File: src/rtl/pixie_pkg.sv
// pixie_pkg: definitions shared by the Pixie front end and the CDP1802
// DMA/interrupt responder.
//   SC_*          state codes driven on the SC bus
//   resp_state_e  responder machine-cycle owner (core, DMA, interrupt)
//   DISPLAY_BASE  default start of the display buffer in memory
package pixie_pkg;

  localparam logic [1:0] SC_FETCH = 2'b00;
  localparam logic [1:0] SC_EXEC  = 2'b01;
  localparam logic [1:0] SC_DMA   = 2'b10;
  localparam logic [1:0] SC_INT   = 2'b11;

  typedef enum logic [1:0] {
    ST_RUN = 2'd0,
    ST_DMA = 2'd1,
    ST_INT = 2'd2
  } resp_state_e;

  localparam logic [15:0] DISPLAY_BASE = 16'h0900;

endpackage

File: src/rtl/dma_pointer.sv
// dma_pointer: R0 DMA pointer and S2 burst counter.
//   clk, reset     bus clock, synchronous active-high reset
//   load/load_data core write into R0 (wins over increment)
//   inc            advance R0 by one, wrapping FFFF -> 0000
//   burst_start    first S2 cycle of a burst (counter <= 1)
//   burst_inc      another back-to-back S2 cycle
//   burst_clr      burst ended
//   r0             current pointer
//   r0_next        value R0 takes at the coming edge
//   burst          S2 cycles issued in the current burst
module dma_pointer #(
  parameter logic [15:0] R0_RESET = 16'h0000,
  parameter int unsigned BURST_W  = 4
) (
  input  logic               clk,
  input  logic               reset,
  input  logic               load,
  input  logic [15:0]        load_data,
  input  logic               inc,
  input  logic               burst_start,
  input  logic               burst_inc,
  input  logic               burst_clr,
  output logic [15:0]        r0,
  output logic [15:0]        r0_next,
  output logic [BURST_W-1:0] burst
);

  logic [15:0]        r0_q, r0_d;
  logic [BURST_W-1:0] burst_q, burst_d;

  always_comb begin
    r0_d    = r0_q;
    burst_d = burst_q;
    if (load)     r0_d = load_data;
    else if (inc) r0_d = r0_q + 16'd1;
    if (burst_start)    burst_d = BURST_W'(1);
    else if (burst_inc) burst_d = burst_q + BURST_W'(1);
    else if (burst_clr) burst_d = '0;
  end

  always_ff @(posedge clk) begin
    if (reset) begin
      r0_q    <= R0_RESET;
      burst_q <= '0;
    end else begin
      r0_q    <= r0_d;
      burst_q <= burst_d;
    end
  end

  assign r0      = r0_q;
  assign r0_next = r0_d;
  assign burst   = burst_q;

endmodule

File: src/rtl/cdp1802_dma_int_responder.sv
// cdp1802_dma_int_responder: arbitrates CDP1802 machine cycles between the
// core (RUN), Pixie DMA-out (S2) and the frame interrupt (S3). Owns R0 and
// performs one memory read per S2 cycle, handing the byte to the display.
//   clk, reset        bus clock, synchronous active-high reset
//   clk_enable        machine-cycle tick; state moves only on ticks
//   core_sc           SC the core drives while it owns the cycle
//   core_cycle_done   core S1 ends at this tick (arbitration point)
//   core_idle         core in IDL; arbitrate at every tick
//   ie                core interrupt enable
//   dma_out_n         DMA-out request (active low)
//   int_req           interrupt request
//   r0_wr, r0_wdata   core write to R0 (only while the core runs)
//   mem_data          read data, valid at the tick ending S2
//   sc, core_hold     bus state code and core freeze
//   mem_addr, mem_rd  DMA read address (R0 during S2, else 0) and strobe
//   dma_data          last fetched byte, dma_strobe one-clk update pulse
//   int_ack           one-clk pulse on S3 entry
//   r0                current DMA pointer
module cdp1802_dma_int_responder
  import pixie_pkg::*;
#(
  parameter logic [15:0] R0_RESET  = 16'h0000,
  parameter int unsigned MAX_BURST = 8
) (
  input  logic        clk,
  input  logic        reset,
  input  logic        clk_enable,
  input  logic [1:0]  core_sc,
  input  logic        core_cycle_done,
  input  logic        core_idle,
  input  logic        ie,
  input  logic        dma_out_n,
  input  logic        int_req,
  input  logic        r0_wr,
  input  logic [15:0] r0_wdata,
  input  logic [7:0]  mem_data,
  output logic [1:0]  sc,
  output logic        core_hold,
  output logic [15:0] mem_addr,
  output logic        mem_rd,
  output logic [7:0]  dma_data,
  output logic        dma_strobe,
  output logic        int_ack,
  output logic [15:0] r0
);

  localparam int unsigned BURST_W = $clog2(MAX_BURST + 1);

  resp_state_e        state_q, state_d;
  logic [15:0]        mem_addr_q, mem_addr_d;
  logic               mem_rd_q, mem_rd_d;
  logic [7:0]         dma_data_q, dma_data_d;
  logic               dma_strobe_q, dma_strobe_d;
  logic               int_ack_q, int_ack_d;

  logic [15:0]        r0_next;
  logic [BURST_W-1:0] burst;
  logic               arb_ok, dma_tick, r0_load;

  assign arb_ok   = clk_enable && (state_q == ST_RUN) && (core_cycle_done || core_idle);
  assign dma_tick = clk_enable && (state_q == ST_DMA);
  // The core only writes R0 while it owns the cycle; the write lands before
  // arbitration so a DMA entering on the same tick reads the new address.
  assign r0_load  = clk_enable && (state_q == ST_RUN) && r0_wr;

  dma_pointer #(
    .R0_RESET (R0_RESET),
    .BURST_W  (BURST_W)
  ) u_ptr (
    .clk         (clk),
    .reset       (reset),
    .load        (r0_load),
    .load_data   (r0_wdata),
    .inc         (dma_tick),
    .burst_start (arb_ok && (state_d == ST_DMA)),
    .burst_inc   (dma_tick && (state_d == ST_DMA)),
    .burst_clr   (dma_tick && (state_d != ST_DMA)),
    .r0          (r0),
    .r0_next     (r0_next),
    .burst       (burst)
  );

  // NOTE: every always_comb output gets a default first so no path leaves a
  // value unassigned, which would otherwise infer a latch.
  always_comb begin
    state_d = state_q;
    if (clk_enable) begin
      unique case (state_q)
        ST_RUN: begin
          if (arb_ok) begin
            if (!dma_out_n)         state_d = ST_DMA;
            else if (int_req && ie) state_d = ST_INT;
          end
        end
        ST_DMA: begin
          // Burst cap forces one non-DMA cycle so the core keeps making progress.
          if (!dma_out_n && (burst < BURST_W'(MAX_BURST))) state_d = ST_DMA;
          else if (int_req && ie)                           state_d = ST_INT;
          else                                              state_d = ST_RUN;
        end
        ST_INT:  state_d = ST_RUN;
        default: state_d = ST_RUN;
      endcase
    end

    mem_rd_d     = (state_d == ST_DMA);
    mem_addr_d   = (state_d == ST_DMA) ? r0_next : 16'h0000;
    dma_data_d   = dma_tick ? mem_data : dma_data_q;
    dma_strobe_d = dma_tick;
    int_ack_d    = clk_enable && (state_q != ST_INT) && (state_d == ST_INT);
  end

  // NOTE: sequential state uses non-blocking assignments so every register
  // samples pre-edge values regardless of statement order.
  always_ff @(posedge clk) begin
    // NOTE: synchronous reset on every register here; reset wins over a tick,
    // so an in-flight S2 ends with no strobe and no pointer increment.
    if (reset) begin
      state_q      <= ST_RUN;
      mem_addr_q   <= 16'h0000;
      mem_rd_q     <= 1'b0;
      dma_data_q   <= 8'h00;
      dma_strobe_q <= 1'b0;
      int_ack_q    <= 1'b0;
    end else begin
      state_q      <= state_d;
      mem_addr_q   <= mem_addr_d;
      mem_rd_q     <= mem_rd_d;
      dma_data_q   <= dma_data_d;
      dma_strobe_q <= dma_strobe_d;
      int_ack_q    <= int_ack_d;
    end
  end

  always_comb begin
    sc = core_sc;
    if (state_q == ST_DMA)      sc = SC_DMA;
    else if (state_q == ST_INT) sc = SC_INT;
  end

  assign core_hold  = (state_q != ST_RUN);
  assign mem_addr   = mem_addr_q;
  assign mem_rd     = mem_rd_q;
  assign dma_data   = dma_data_q;
  assign dma_strobe = dma_strobe_q;
  assign int_ack    = int_ack_q;

endmodule

File: config.mk
export PLATFORM = sky130hd
export DESIGN_NAME = cdp1802_dma_int_responder
export DESIGN_NICKNAME = d
export VERILOG_FILES = /design/src/rtl/pixie_pkg.sv /design/src/rtl/dma_pointer.sv /design/src/rtl/cdp1802_dma_int_responder.sv
export SDC_FILE = /design/constraint.sdc
export NUM_CORES = 1
export LEC_CHECK = 0
export ABC_AREA = 1
export ABC_CLOCK_PERIOD_IN_PS = 1700
export CAP_MARGIN = 25
export CORE_MARGIN = 2
export CORE_UTILIZATION = 44
export CTS_CLUSTER_DIAMETER = 100
export DETAILED_ROUTE_END_ITERATION = 10
export HOLD_SLACK_MARGIN = 0.05
export PLACE_DENSITY = 0.8
export SKIP_CTS_REPAIR_TIMING = 1
export SLEW_MARGIN = 20
export SYNTH_ARGS = -nofsm -noshare
export SYNTH_HDL_FRONTEND = slang
export SYNTH_SLANG_ARGS = --single-unit
File: constraint.sdc
create_clock -name clk -period 1.7 [get_ports clk]
set_input_delay 0.51 -clock clk [delete_from_list [all_inputs] [get_ports clk]]
set_output_delay 0.51 -clock clk [all_outputs]
set_load 0.02 [all_outputs]
==> results.tsv, run 1 <==
stage	metric	value	unit
cts	Reg clk slew, reported paths	0.09	ns
global_routing	Overflow after GRT	0	
placement	pre-CTS WS	-0.551	ns
final_layout	Multi-input gate area	0.00104	sq mm
power_and_ir_drop	Design Power	2.47	mW
critical_path	worst setup path start	core_cycle_done	
critical_path	R2R setup slack	0.09	ns
timing	Max Transition Viols Final	0	
critical_path	crit path DAT	1.89	ns
cts	root buf cell	clkbuf_8	
drt	drc violations	0	
critical_path	CP required	1.94	ns
drt	drt initial violations	126	
synthesis	Cells after Synth	278	
critical_path	crit path launch type	input pin	
power_and_ir_drop	Cell Pwr Density	717	mW/mm^2
floorplan	core area	0.00469	sq mm
placement	Final Wtd Congestion	0.876	
critical_path	Top delay family on crit path	buffers and inverters	
global_routing	GR Util All Layers	21.1	%
critical_path	R2R cell count	11	
cts	CTS tree	yes	
drt	drt total wl	5770	microns
placement	hpwl dp	4220	microns
final_layout	Layout Nets	420	
drt	DRT antenna net count	0	
critical_path	reg-to-reg critical path startpoint	state_q[1]	
timing	Worst-Margin Slew	0.269	ns
critical_path	r2r endpoint	u_ptr.r0[10]	
critical_path	Critical Path, Cell by Cell	clkdlybuf4s50_1 > inv_1 > nand2_2 > nand3_2 > nand2_1 > nand2_1 > o21ai_2 > and2_4 > nand2_2 > buf_12 > a21oi_1	
cts	htree depth	2	
synthesis	Synth area leader	dfxtp_1	
final_layout	Diodes inserted	0	
timing	Final Setup Violations	0	
final_layout	FILL cells	334	
timing	period utilization	97.3	%
final_layout	Util after Layout	73.3	%
cts	number of CTS-inserted buffers	5	
placement	port bufs	80	
critical_path	CP peak stage delay	0.45	ns
timing	Worst Setup Slack, final	0.0455	ns
synthesis	Post-Syn Nets	315	
synthesis	Avg Inst Size Synth	7.66	sq um
global_routing	vias in the first global route	2023	
power_and_ir_drop	LEAKAGE	2.21	nW
synthesis	#FFs+latches synth	49	
critical_path	Setup CP Type	input pin to register	
synthesis	Yosys cell types	29	
final_layout	P&R area growth vs syn	61.6	%
floorplan	Die Wd	73.6	microns
global_routing	first-pass GRT wire length	8750	microns
timing	final count of hold timing violations	0	
critical_path	crit path to	mem_addr[13]	
synthesis	Yosys top cell area share	46.1	%
critical_path	Bufs and invs on worst path	3	
timing	RSZ-0062 raised after global routing	yes	
critical_path	CP max FO	12	
run	max-cap viol count	0	
hold_path	min-delay worst type	register to register	
critical_path	CP Depth	11	
global_routing	initial antenna violation count	0	
critical_path	CP endpoint kind	register	
floorplan	starting density of the core	45.4	%
drt	routed length per instance	13.2	microns
timing	worst clock skew	0.00493	ns
timing	minimum clock period	1.65	ns
synthesis	largest cells by area after synthesis	dfxtp_1 (46%), nand2_1 (8.3%), nor2_1 (8.3%)	
cts	clk buf depth	2	
floorplan	Die Ht	73.6	microns
floorplan	die area	0.00541	sq mm
outcome	status	finished clean	
drt	vias per cell	4.97	
cts	sinks on the clock net	49	
synthesis	Seq/Total Area, Yosys	46.1	%
power_and_ir_drop	Peak supply drop	0.000472	V
timing	Slew HR	81.9	%
global_routing	largest net degree at the start of global routing	16	
synthesis	Synth Warn #	0	
final_layout	fraction of layout cells with a size suffix above 1	18.8	%
floorplan	num ports	81	
synthesis	post-synthesis cell area	0.00213	sq mm
drt	vias post-DR	2176	
cts	worst skew pair latency	0.30	ns
timing	Fmax achieved	0.604	GHz
floorplan	site row count	25	
critical_path	CP max stage cell	clkdlybuf4s50_1	
drt	total iterations of the first detailed-routing run	5	
final_layout	FF/Latch Area	983	sq um
[where the power goes]
part           switching (mW)  leakage [nW]  total [mW]  internal [mW]
Sequential             0.0342         0.400        1.23           1.20
Clock                   0.371        0.0542       0.739          0.368
Combinational           0.249          1.75       0.499          0.250
[final cells by class]
| type | count | share of cell area (%) |
|---|---|---|
| Clock buffer | 7 | 2.80 |
| Clock inverter | 1 | 0.146 |
| Inverter | 30 | 3.28 |
| Multi-Input combinational cell | 190 | 30.3 |
| Sequential cell | 49 | 28.6 |
| Tap cell | 54 | 1.97 |
| Timing Repair Buffer | 107 | 32.9 |
[placed cells by master, fill, tap and decap left out, types with 4 or more instances in the layout]
| cell type | count |
|---|---|
| o21ai_0 | 17 |
| a21oi_2 | 5 |
| nand3_1 | 16 |
| buf_4 | 27 |
| dlymetal6s2s_1 | 47 |
| a21oi_1 | 11 |
| nand2_2 | 4 |
| nor2_2 | 7 |
| nor2_1 | 42 |
| xor2_1 | 10 |
| nand4_1 | 7 |
| clkdlybuf4s50_1 | 31 |
| or2_2 | 4 |
| inv_1 | 28 |
| dfxtp_1 | 47 |
| clkbuf_8 | 7 |
| nand2_1 | 44 |
[through the flow]
stage | hold WS, ns | cells | TNS, ns | area [sq um]
6_report | 0.489 | 438 | 0 | 3440
5_1_grt | 0.514 | 438 | -0.160 | 3440
4_1_cts | 0.491 | 438 | -6.54 | 3270
3_5_place_dp | 0.477 | 430 | -15.37 | 3170
3_3_place_gp | 0.468 | 430 | -13.63 | 3170
2_1_floorplan | 0.458 | 278 | 0 | 2130
[sequential cells by signal, indices dropped and copies added (netlist names)]
name	flops
mem_addr	16
u_ptr.burst	4
mem_rd	1
int_ack	1
dma_strobe	1
state_q	2
dma_data	8
u_ptr.r0	16
[metal layers]
layer  vias to the layer above  track usage (%)  routed length (microns)
met5                         -                0                        0
met4                         0             6.46                      111
met1                       980             24.4                     2290
met3                        15             8.09                      512
li1                       1089                -                        -
met2                        92             36.1                     2860
[worst min path at each step]
stage | startpoint | to | slack (ns) | depth (start not counted)
3_5_place_dp | u_ptr.burst[1] | u_ptr.burst[1] | 0.48 | 2
3_3_place_gp | u_ptr.burst[1] | u_ptr.burst[1] | 0.47 | 2
5_1_grt | u_ptr.burst[1] | u_ptr.burst[1] | 0.51 | 2
2_1_floorplan | u_ptr.burst[1] | u_ptr.burst[1] | 0.46 | 2
4_1_cts | u_ptr.burst[1] | u_ptr.burst[1] | 0.49 | 2
6_report | u_ptr.burst[1] | u_ptr.burst[1] | 0.49 | 2
[tightest hold or removal path, stage by stage (launching register included)]
cell	delay, ns
dfxtp_1	0.33
nand2_1	0.07
a21oi_1	0.05
[kinds of logic (layout without fill, tap and decap cells)]
| family | after synthesis | count (layout) | share of synthesized area (%) |
|---|---|---|---|
| AO/OA/AOI/OAI | 36 | 36 | 9.46 |
| XOR/XNOR | 13 | 13 | 5.35 |
| adder cells (fa/ha/maj) | 2 | 2 | 1.18 |
| buffers and inverters | 39 | 145 | 7.23 |
| flip-flops | 49 | 49 | 46.1 |
| multiplexers | 1 | 1 | 0.470 |
| AND/OR/NAND/NOR | 138 | 138 | 30.2 |
[synthesized netlist by cell type, drive strengths merged]
library cell  number
buf                4
nor2b              2
and2b              1
nor2              53
and2               1
clkbuf             5
mux2i              1
o21ai             18
a21oi             17
nand2             50
nand3             17
nor3               3
xnor2              3
ha                 2
nand4              7
inv               30
a211oi             1
or2                4
xor2              10
dfxtp             49
(Power assumes the default switching activity.)
==> run 2: changes to the inputs <==
- SLEW_MARGIN: 20 -> default
- TNS_END_PERCENT: default -> 10
==> results.tsv, run 2 (same netlist as run 1, synthesis figures left out) <==
stage	metric	value	unit
outcome	status	complete, but fails checks	
outcome	failing checks	setup timing	
timing	Final Setup Violations	1	
drt	total iterations of the first detailed-routing run	4	
cts	sinks on the clock net	49	
floorplan	Die Ht	73.6	microns
floorplan	num ports	81	
power_and_ir_drop	Peak supply drop	0.000476	V
timing	final count of hold timing violations	0	
critical_path	crit path DAT	1.34	ns
floorplan	core area	0.00469	sq mm
final_layout	commonest non-fill, non-tap cell in the layout	dfxtp_1	
drt	drt total wl	5740	microns
floorplan	Die Wd	73.6	microns
global_routing	GR Util All Layers	21.1	%
timing	TNS Setup	-0.151	ns
critical_path	Setup CP Type	input pin to primary output	
final_layout	P&R area growth vs syn	60.8	%
critical_path	Critical Path, Cell by Cell	clkdlybuf4s50_1 > inv_1 > a21oi_1 > clkbuf_2	
final_layout	Layout Nets	420	
final_layout	fin cells	438	
critical_path	CP endpoint kind	primary output	
critical_path	CP peak stage delay	0.45	ns
global_routing	vias in the first global route	2023	
cts	htree depth	2	
critical_path	CP required	1.19	ns
final_layout	FILL cells	341	
floorplan	site row count	25	
final_layout	Design Area, Final	0.00342	sq mm
global_routing	initial antenna violation count	0	
placement	port bufs	80	
cts	Reg clk slew, reported paths	0.08	ns
floorplan	starting density of the core	45.4	%
power_and_ir_drop	LEAKAGE	2.20	nW
timing	Worst Setup Slack, final	-0.151	ns
floorplan	die area	0.00541	sq mm
drt	vias per cell	5.05	
global_routing	Overflow after GRT	0	
final_layout	fraction of layout cells with a size suffix above 1	18.0	%
final_layout	most frequent cells in the layout	dfxtp_1 (47), dlymetal6s2s_1 (46), nand2_1 (44)	
critical_path	crit path launch type	input pin	
final_layout	FF/Latch Area	983	sq um
critical_path	Bufs and invs on worst path	3	
timing	RSZ-0062 raised after global routing	yes	
power_and_ir_drop	Cell Pwr Density	719	mW/mm^2
drt	DRT antenna net count	0	
power_and_ir_drop	Design Power	2.46	mW
cts	number of CTS-inserted buffers	5	
placement	Placed Instance Area	0.00317	sq mm
global_routing	first-pass GRT wire length	8750	microns
cts	worst skew pair latency	0.30	ns
cts	clk buf depth	2	
critical_path	Top delay family on crit path	buffers and inverters	
timing	Slew HR	81.5	%
placement	placed cells	430	
drt	vias post-DR	2212	
run	max-cap viol count	0	
hold_path	min-delay worst type	register to register	
timing	Worst-Margin Slew	0.276	ns
final_layout	Multi-input gate area	0.00103	sq mm
timing	Max Transition Viols Final	0	
cts	CTS tree	yes	
placement	Final Wtd Congestion	0.876	
drt	drc violations	0	
final_layout	Diodes inserted	0	
drt	drt initial violations	148	
cts	root buf cell	clkbuf_8	
drt	routed length per instance	13.1	microns
timing	minimum clock period	1.85	ns
critical_path	CP max stage cell	clkdlybuf4s50_1	
timing	hold_ws	0.489	ns
timing	worst clock skew	0.00307	ns
timing	period utilization	109	%
timing	Fmax achieved	0.540	GHz
global_routing	largest net degree at the start of global routing	16	
placement	hpwl dp	4220	microns
critical_path	CP max FO	1	
## run 2: layer usage
metal,wire length [microns],GRT usage [%],vias up
met3,469,8.09,10
met5,0,0,-
met2,2850,36.1,95
met1,2340,24.4,1018
li1,-,-,1089
met4,85,6.46,0
## run 2: metrics by stage
step                      util [%]  setup slack [ns]
final                         73.0            -0.151
after global routing          73.0            -0.202
after CTS                     69.7            -0.561
after detailed placement      67.6            -0.551
after global placement        67.6            -0.545
after floorplan                  -             0.134
## run 2: power breakdown
group / total [mW] / internal (mW) / switching [mW] / leakage (nW)
sequential: 1.23 / 1.20 / 0.0343 / 0.400
combinational: 0.495 / 0.248 / 0.247 / 1.74
clock: 0.737 / 0.368 / 0.369 / 0.0542
## run 2: final cells by class
class,instances,area share (%)
repair buffers,107,32.9
multi-input cells,190,30.1
flip-flops and latches,49,28.7
inverters,30,3.29
clock buffers,7,2.81
well taps,54,1.97
clock inverters,1,0.146
## run 2: final timing paths
kind / to / from / depth (start not counted) / slack, ns
max: sc[0] / core_sc[0] / 4 / -0.15
min: u_ptr.burst[1] / u_ptr.burst[1] / 2 / 0.49
max reg2reg: u_ptr.r0[10] / state_q[1] / 11 / 0.08
min reg2reg: u_ptr.burst[1] / u_ptr.burst[1] / 2 / 0.49
## run 2: worst reg2reg max path, stage by stage, from the launching register on
cell     delay [ns]
dfxtp_2        0.36
buf_4          0.14
inv_2          0.06
nand2_2        0.09
nor2_8         0.17
nand2_4        0.09
nor2_4         0.15
nand2_1        0.09
xor2_1         0.16
nand2_1        0.08
nand2_1        0.09
nor2_1         0.05
